$ cat config.mk
export PLATFORM = sky130hd
export DESIGN_NAME = fcs_mpc_sequencer
export DESIGN_NICKNAME = d
export VERILOG_FILES = /design/src/rtl/fcs_mpc_sequencer.sv
export SDC_FILE = /design/constraint.sdc
export NUM_CORES = 1
export LEC_CHECK = 0
export ABC_AREA = 1
export BUFFER_PORTS_ARGS = -buffer_cell sky130_fd_sc_hd__buf_2
export CORE_ASPECT_RATIO = 0.8
export CORE_MARGIN = 2
export CORE_UTILIZATION = 50
export CTS_BUF_LIST = sky130_fd_sc_hd__clkbuf_8
export CTS_CLUSTER_DIAMETER = 60
export CTS_CLUSTER_SIZE = 25
export DETAILED_ROUTE_END_ITERATION = 6
export PLACE_DENSITY = 0.7
export RECOVER_POWER = 50
export SLEW_MARGIN = 15
export SYNTH_ARGS = -nofsm -noshare
export SYNTH_HDL_FRONTEND = slang
export SYNTH_SLANG_ARGS = --single-unit
export TNS_END_PERCENT = 20
$ cat constraint.sdc
create_clock -name clk -period 4.9 [get_ports clk]
set_input_delay 0.735 -clock clk [delete_from_list [all_inputs] [get_ports clk]]
set_output_delay 0.735 -clock clk [all_outputs]
set_load 0.02 [all_outputs]
$ cat src/rtl/fcs_mpc_sequencer.sv
`default_nettype none
// ============================================================================
// Module   : fcs_mpc_sequencer
// Brief    : FCS-MPC loop sequencer: ADC handshake, shared-multiplier cost
//            evaluation, min-hold switch decision and period-overrun flag.
// Revision : 1.0 - initial release
// ============================================================================
module fcs_mpc_sequencer #(
  parameter int unsigned PERIOD   = 1000,
  parameter logic [31:0] K_IL     = 32'd7,
  parameter logic [31:0] K_VC     = 32'd7,
  parameter logic [31:0] K_VG     = 32'd1,
  parameter logic [39:0] OFFSET   = 40'd2560,
  parameter int unsigned MIN_HOLD = 2
) (
  input  logic       clk,
  input  logic       rst_n,
  input  logic       enable,
  output logic       adc_req,
  input  logic       adc_ack,
  input  logic [7:0] iL,
  input  logic [7:0] vc,
  input  logic [7:0] vg,
  output logic       u,
  output logic       u_valid,
  output logic       busy,
  output logic       overrun,
  input  logic       clr_overrun,
  output logic       io_oeb
);

  localparam int unsigned c_cnt_w  = (PERIOD > 1) ? $clog2(PERIOD) : 1;
  localparam int unsigned c_hold_w = (MIN_HOLD > 0) ? $clog2(MIN_HOLD + 1) : 1;
  localparam logic [c_cnt_w-1:0]  c_cnt_last = c_cnt_w'(PERIOD - 1);
  localparam logic [c_hold_w-1:0] c_hold_max = c_hold_w'(MIN_HOLD);
  localparam logic signed [41:0]  c_offset   = signed'({2'b00, OFFSET});

  typedef enum logic [2:0] {
    S_IDLE   = 3'd0,
    S_REQ    = 3'd1,
    S_MUL_IL = 3'd2,
    S_MUL_VC = 3'd3,
    S_MUL_VG = 3'd4,
    S_DECIDE = 3'd5
  } state_t;

  state_t r_state;
  state_t w_next_state;

  logic [c_cnt_w-1:0]  r_cnt;
  logic [c_hold_w-1:0] r_hold;
  logic [7:0]          r_il;
  logic [7:0]          r_vc;
  logic [7:0]          r_vg;
  logic signed [41:0]  r_acc;
  logic signed [41:0]  r_p;
  logic                r_adc_req;
  logic                r_u;
  logic                r_u_valid;
  logic                r_overrun;

  logic                w_tick;
  logic [7:0]          w_mul_a;
  logic [31:0]         w_mul_b;
  logic [39:0]         w_product;
  logic signed [41:0]  w_product_s;
  logic signed [41:0]  w_sum;
  logic signed [41:0]  w_abs_sum;
  logic signed [41:0]  w_abs_temp;
  logic                w_cand;

  // Period counter: held at zero while disabled so the first tick lands a full period after enable.
  always_ff @(posedge clk or negedge rst_n) begin
    if (!rst_n) begin
      r_cnt <= '0;
    end else if (!enable || (r_cnt == c_cnt_last)) begin
      r_cnt <= '0;
    end else begin
      r_cnt <= r_cnt + 1'b1;
    end
  end

  assign w_tick = enable && (r_cnt == c_cnt_last);

  always_ff @(posedge clk or negedge rst_n) begin
    if (!rst_n) begin
      r_state <= S_IDLE;
    end else begin
      r_state <= w_next_state;
    end
  end

  always_comb begin
    w_next_state = r_state;
    if (!enable) begin
      w_next_state = S_IDLE;
    end else begin
      case (r_state)
        S_IDLE:   if (w_tick) w_next_state = S_REQ;
        S_REQ:    if (adc_ack) w_next_state = S_MUL_IL;
        S_MUL_IL: w_next_state = S_MUL_VC;
        S_MUL_VC: w_next_state = S_MUL_VG;
        S_MUL_VG: w_next_state = S_DECIDE;
        S_DECIDE: w_next_state = S_IDLE;
        default:  w_next_state = S_IDLE;
      endcase
    end
  end

  // Single shared 8x32 multiplier; operands are steered by the current MUL state.
  always_comb begin
    w_mul_a = '0;
    w_mul_b = '0;
    case (r_state)
      S_MUL_IL: begin w_mul_a = r_il; w_mul_b = K_IL; end
      S_MUL_VC: begin w_mul_a = r_vc; w_mul_b = K_VC; end
      S_MUL_VG: begin w_mul_a = r_vg; w_mul_b = K_VG; end
      default:  begin w_mul_a = '0;   w_mul_b = '0;   end
    endcase
  end

  assign w_product   = 40'(w_mul_a) * 40'(w_mul_b);
  assign w_product_s = signed'({2'b00, w_product});

  assign w_sum      = r_acc + r_p;
  assign w_abs_sum  = w_sum[41] ? -w_sum : w_sum;
  assign w_abs_temp = r_acc[41] ? -r_acc : r_acc;
  assign w_cand     = (w_abs_sum <= w_abs_temp);

  always_ff @(posedge clk or negedge rst_n) begin
    if (!rst_n) begin
      r_il  <= '0;
      r_vc  <= '0;
      r_vg  <= '0;
      r_acc <= '0;
      r_p   <= '0;
    end else begin
      if ((r_state == S_REQ) && adc_ack) begin
        r_il <= iL;
        r_vc <= vc;
        r_vg <= vg;
      end
      case (r_state)
        S_MUL_IL: r_acc <= w_product_s - c_offset;
        S_MUL_VC: r_acc <= r_acc + w_product_s;
        S_MUL_VG: r_p   <= w_product_s;
        default:  ;
      endcase
    end
  end

  always_ff @(posedge clk or negedge rst_n) begin
    if (!rst_n) begin
      r_adc_req <= 1'b0;
      r_u       <= 1'b0;
      r_u_valid <= 1'b0;
      r_hold    <= '0;
    end else begin
      r_adc_req <= (w_next_state == S_REQ);
      r_u_valid <= 1'b0;
      if (!enable) begin
        // Abort leaves the hold satisfied so the first decision after re-enable applies at once.
        r_u    <= 1'b0;
        r_hold <= c_hold_max;
      end else if (r_state == S_DECIDE) begin
        r_u_valid <= 1'b1;
        if ((w_cand != r_u) && (r_hold >= c_hold_max)) begin
          r_u    <= w_cand;
          r_hold <= '0;
        end else if (r_hold < c_hold_max) begin
          r_hold <= r_hold + 1'b1;
        end
      end
    end
  end

  always_ff @(posedge clk or negedge rst_n) begin
    if (!rst_n) begin
      r_overrun <= 1'b0;
    end else if (w_tick && (r_state != S_IDLE)) begin
      r_overrun <= 1'b1;
    end else if (clr_overrun) begin
      r_overrun <= 1'b0;
    end
  end

  assign adc_req = r_adc_req;
  assign u       = r_u;
  assign u_valid = r_u_valid;
  assign busy    = (r_state != S_IDLE);
  assign overrun = r_overrun;
  assign io_oeb  = 1'b0;

endmodule
`default_nettype wire

==> run metrics <==
ant diodes 0; worst skew pair latency 370 ps; Data arrival, critical path roughly 5100 ps; Slew Viols, Final 0; setup TNS 0 ps; fin worst setup slack 87.2 ps; CTS Sinks 96; capturing element type of the critical path flop; Synth top area share 0.230; ranking of synthesized cells by area dfrtp_1 (23%), nand2_1 (17%), ha_1 (9.3%), inv_1 (9.3%), nor2_1 (6.3%); initial core utilization 0.508; layout cell share with drive strength beyond 1 0.247; hold crit path type in -> async; CTS Buf Count 9; sequential cell area fraction in the yosys report 0.230; drc violations 0; clock buffer depth 2; register share of total power 0.236; DRT antenna net count 0; buffers added on ports 33; H-tree lvl count 3; critical path's largest stage delay 490 ps; cts hold-fix bufs 0; Area growth syn-to-layout 26.4%; first drt pass iteration count 5; die area 22100 sq um; CP required approximately 5200 ps; leakage dissipation around 7 nW; total length of routed wires 33900 microns; CTS tree built; die height 133 microns; warning count from the yosys run 0; row cnt 47; initial antenna violation count 0; worst vdd ir 0.282 mV; switching pwr approximately 2.2 mW; EDFF count, synth 0; syn avg cell area 6.33 sq um; first-pass GRT wire length 52800 microns; fraction of registers with async set/reset 1.00; syn_nets 1770; post-synth top area cell dfrtp_1; critical path peak fanout 4; Die X around 170 microns; Fmax achieved 208 MHz; Crit-path slowest cell fa_1; actual slew at the worst max-slew pin 869 ps; WL/cell 16.0 microns; most common cell after layout, fill and taps aside nand2_1; vias in the first global route 10600; GP Congestion 1.04; Cell Int Power 2.38 mW; clock share of power 0.134; endpoints failing hold 0; Distinct cells, synth 51; GR Overflow Total 0; I/O Pins 35; Vias/cell between 5 and 6; number of max-cap violations 0; leading cell types in the layout, fill and taps excluded nand2_1 (431), inv_1 (248), buf_4 (181), nor2_1 (132), nand3_1 (96); status completed; largest net degree at the start of global routing 72; Power per Cell Area 344 nW/um^2; hpwl dp 26600 microns; worst setup path class reg -> reg; Comb power frac 0.630; #FFs+latches synth 96; Final Util 0.642; Switching Share 0.478; Worst slew margin 0.420; Primary FF master, synth dfrtp_1; Setup-failing EPs final 0; via count 11600; RSZ-0062 raised after global routing yes; initial DRC count between 1000 and 1500; Root Driver clkbuf_8; clock transition at the registers of the reported paths roughly 100 ps; total track usage 0.294; Clock Skew approximately 14 ps; startpoint types flop; final worst path period need about 4800 ps; synthesized area about 10000 sq um; Post-Synthesis Cells 1654; pre-CTS WS -302 ps; Core Area around 21000 sq um; part of the cycle the worst path needs 0.982; NumNets Final 1962
final timing paths:
path	cells past startpoint	slack [ps]	endpoint	startpoint
max	31	90	r_acc[36]	r_state[1]
min	1	480	r_vg[4]	rst_n
max reg2reg	31	90	r_acc[36]	r_state[1]
min reg2reg	1	480	r_cnt[0]	r_cnt[0]
max in group asynchronous	2	3530	u	rst_n
min in group clk	1	480	r_cnt[0]	r_cnt[0]
final cells by class:
type | instances | area, sq um
Tap cell | 269 | 337
Multi-Input combinational cell | 1254 | 7660
Sequential cell | 96 | 2410
Inverter | 269 | 1010
Clock inverter | 7 | 111
Fill cell | 1886 | 7360
Timing Repair Buffer | 216 | 1580
Clock buffer | 9 | 124
Yosys cell counts (13+ instances only):
library cell and number:
nand2_1 464, nor3_1 24, xor2_1 67, nand3_1 115, o21ai_0 70, mux2_2 14
nand4_1 37, clkbuf_1 18, ha_1 78, nor2_2 13, inv_1 259, nor2_1 176
dfrtp_1 96, nand2_2 16, a21oi_1 79
power groups by stage:
| stage | sequential (mW) | clock (mW) | combinational (mW) |
|---|---|---|---|
| global placement | 1.06 | 0 | 2.42 |
| floorplan | 1.01 | 0 | 1.74 |
| CTS | 1.05 | 0.625 | 2.53 |
| finish | 1.07 | 0.609 | 2.87 |
| global route | 1.08 | 0.653 | 3.21 |
| detailed placement | 1.07 | 0 | 2.49 |
flip-flops by register name (all words and copies together) (netlist names), 2 cells and up:
register,cells
r_il,8
r_cnt,10
r_acc,42
r_vc,8
r_p,11
r_state,3
r_vg,8
r_hold,2
critical path, delay by kind of cell (launching register included):
kind                     cells  cell delay, ps
adder cells (fa/ha/maj)      4            1340
AO/OA/AOI/OAI               10            1220
AND/OR/NAND/NOR              9             970
flip-flops                   1             380
buffers and inverters        8             750
metal layers:
metal / part of all wire / GRT usage
met5: 0 / 0
met4: 0.017 / 0.0652
met3: 0.099 / 0.0514
met2: 0.43 / 0.447
met1: 0.46 / 0.436
per-stage QoR:
stage | area [sq um] | hold slack [ps] | instances | power [mW]
2_1_floorplan | 10500 | 433 | 1654 | 2.75
3_3_place_gp | 12000 | 450 | 2074 | 3.49
3_5_place_dp | 12000 | 468 | 2074 | 3.55
4_1_cts | 12300 | 480 | 2093 | 4.20
5_1_grt | 13200 | 508 | 2120 | 4.95
6_report | 13200 | 478 | 2120 | 4.55
cell families after synthesis:
kind of cell               after synthesis  synth area share
adders and majority gates               87             0.110
xor gates and xnor gates                76            0.0636
buffers and inverters                  304             0.114
and+or+nand+nor                        880             0.362
muxes                                   14            0.0151
DFF                                     96             0.230
other                                    1          0.000358
AOI/OAI and AO/OA                      196             0.105
what timing repair did:
item / in CTS / in global routing
gates resized for setup: 22 / 192
buffers inserted: 3 / 26
setup endpoints to repair: 29 / 35
pin swaps: 4 / 62
gates cloned: 0 / 1
Note: power is estimated with default switching activity, not from simulation.
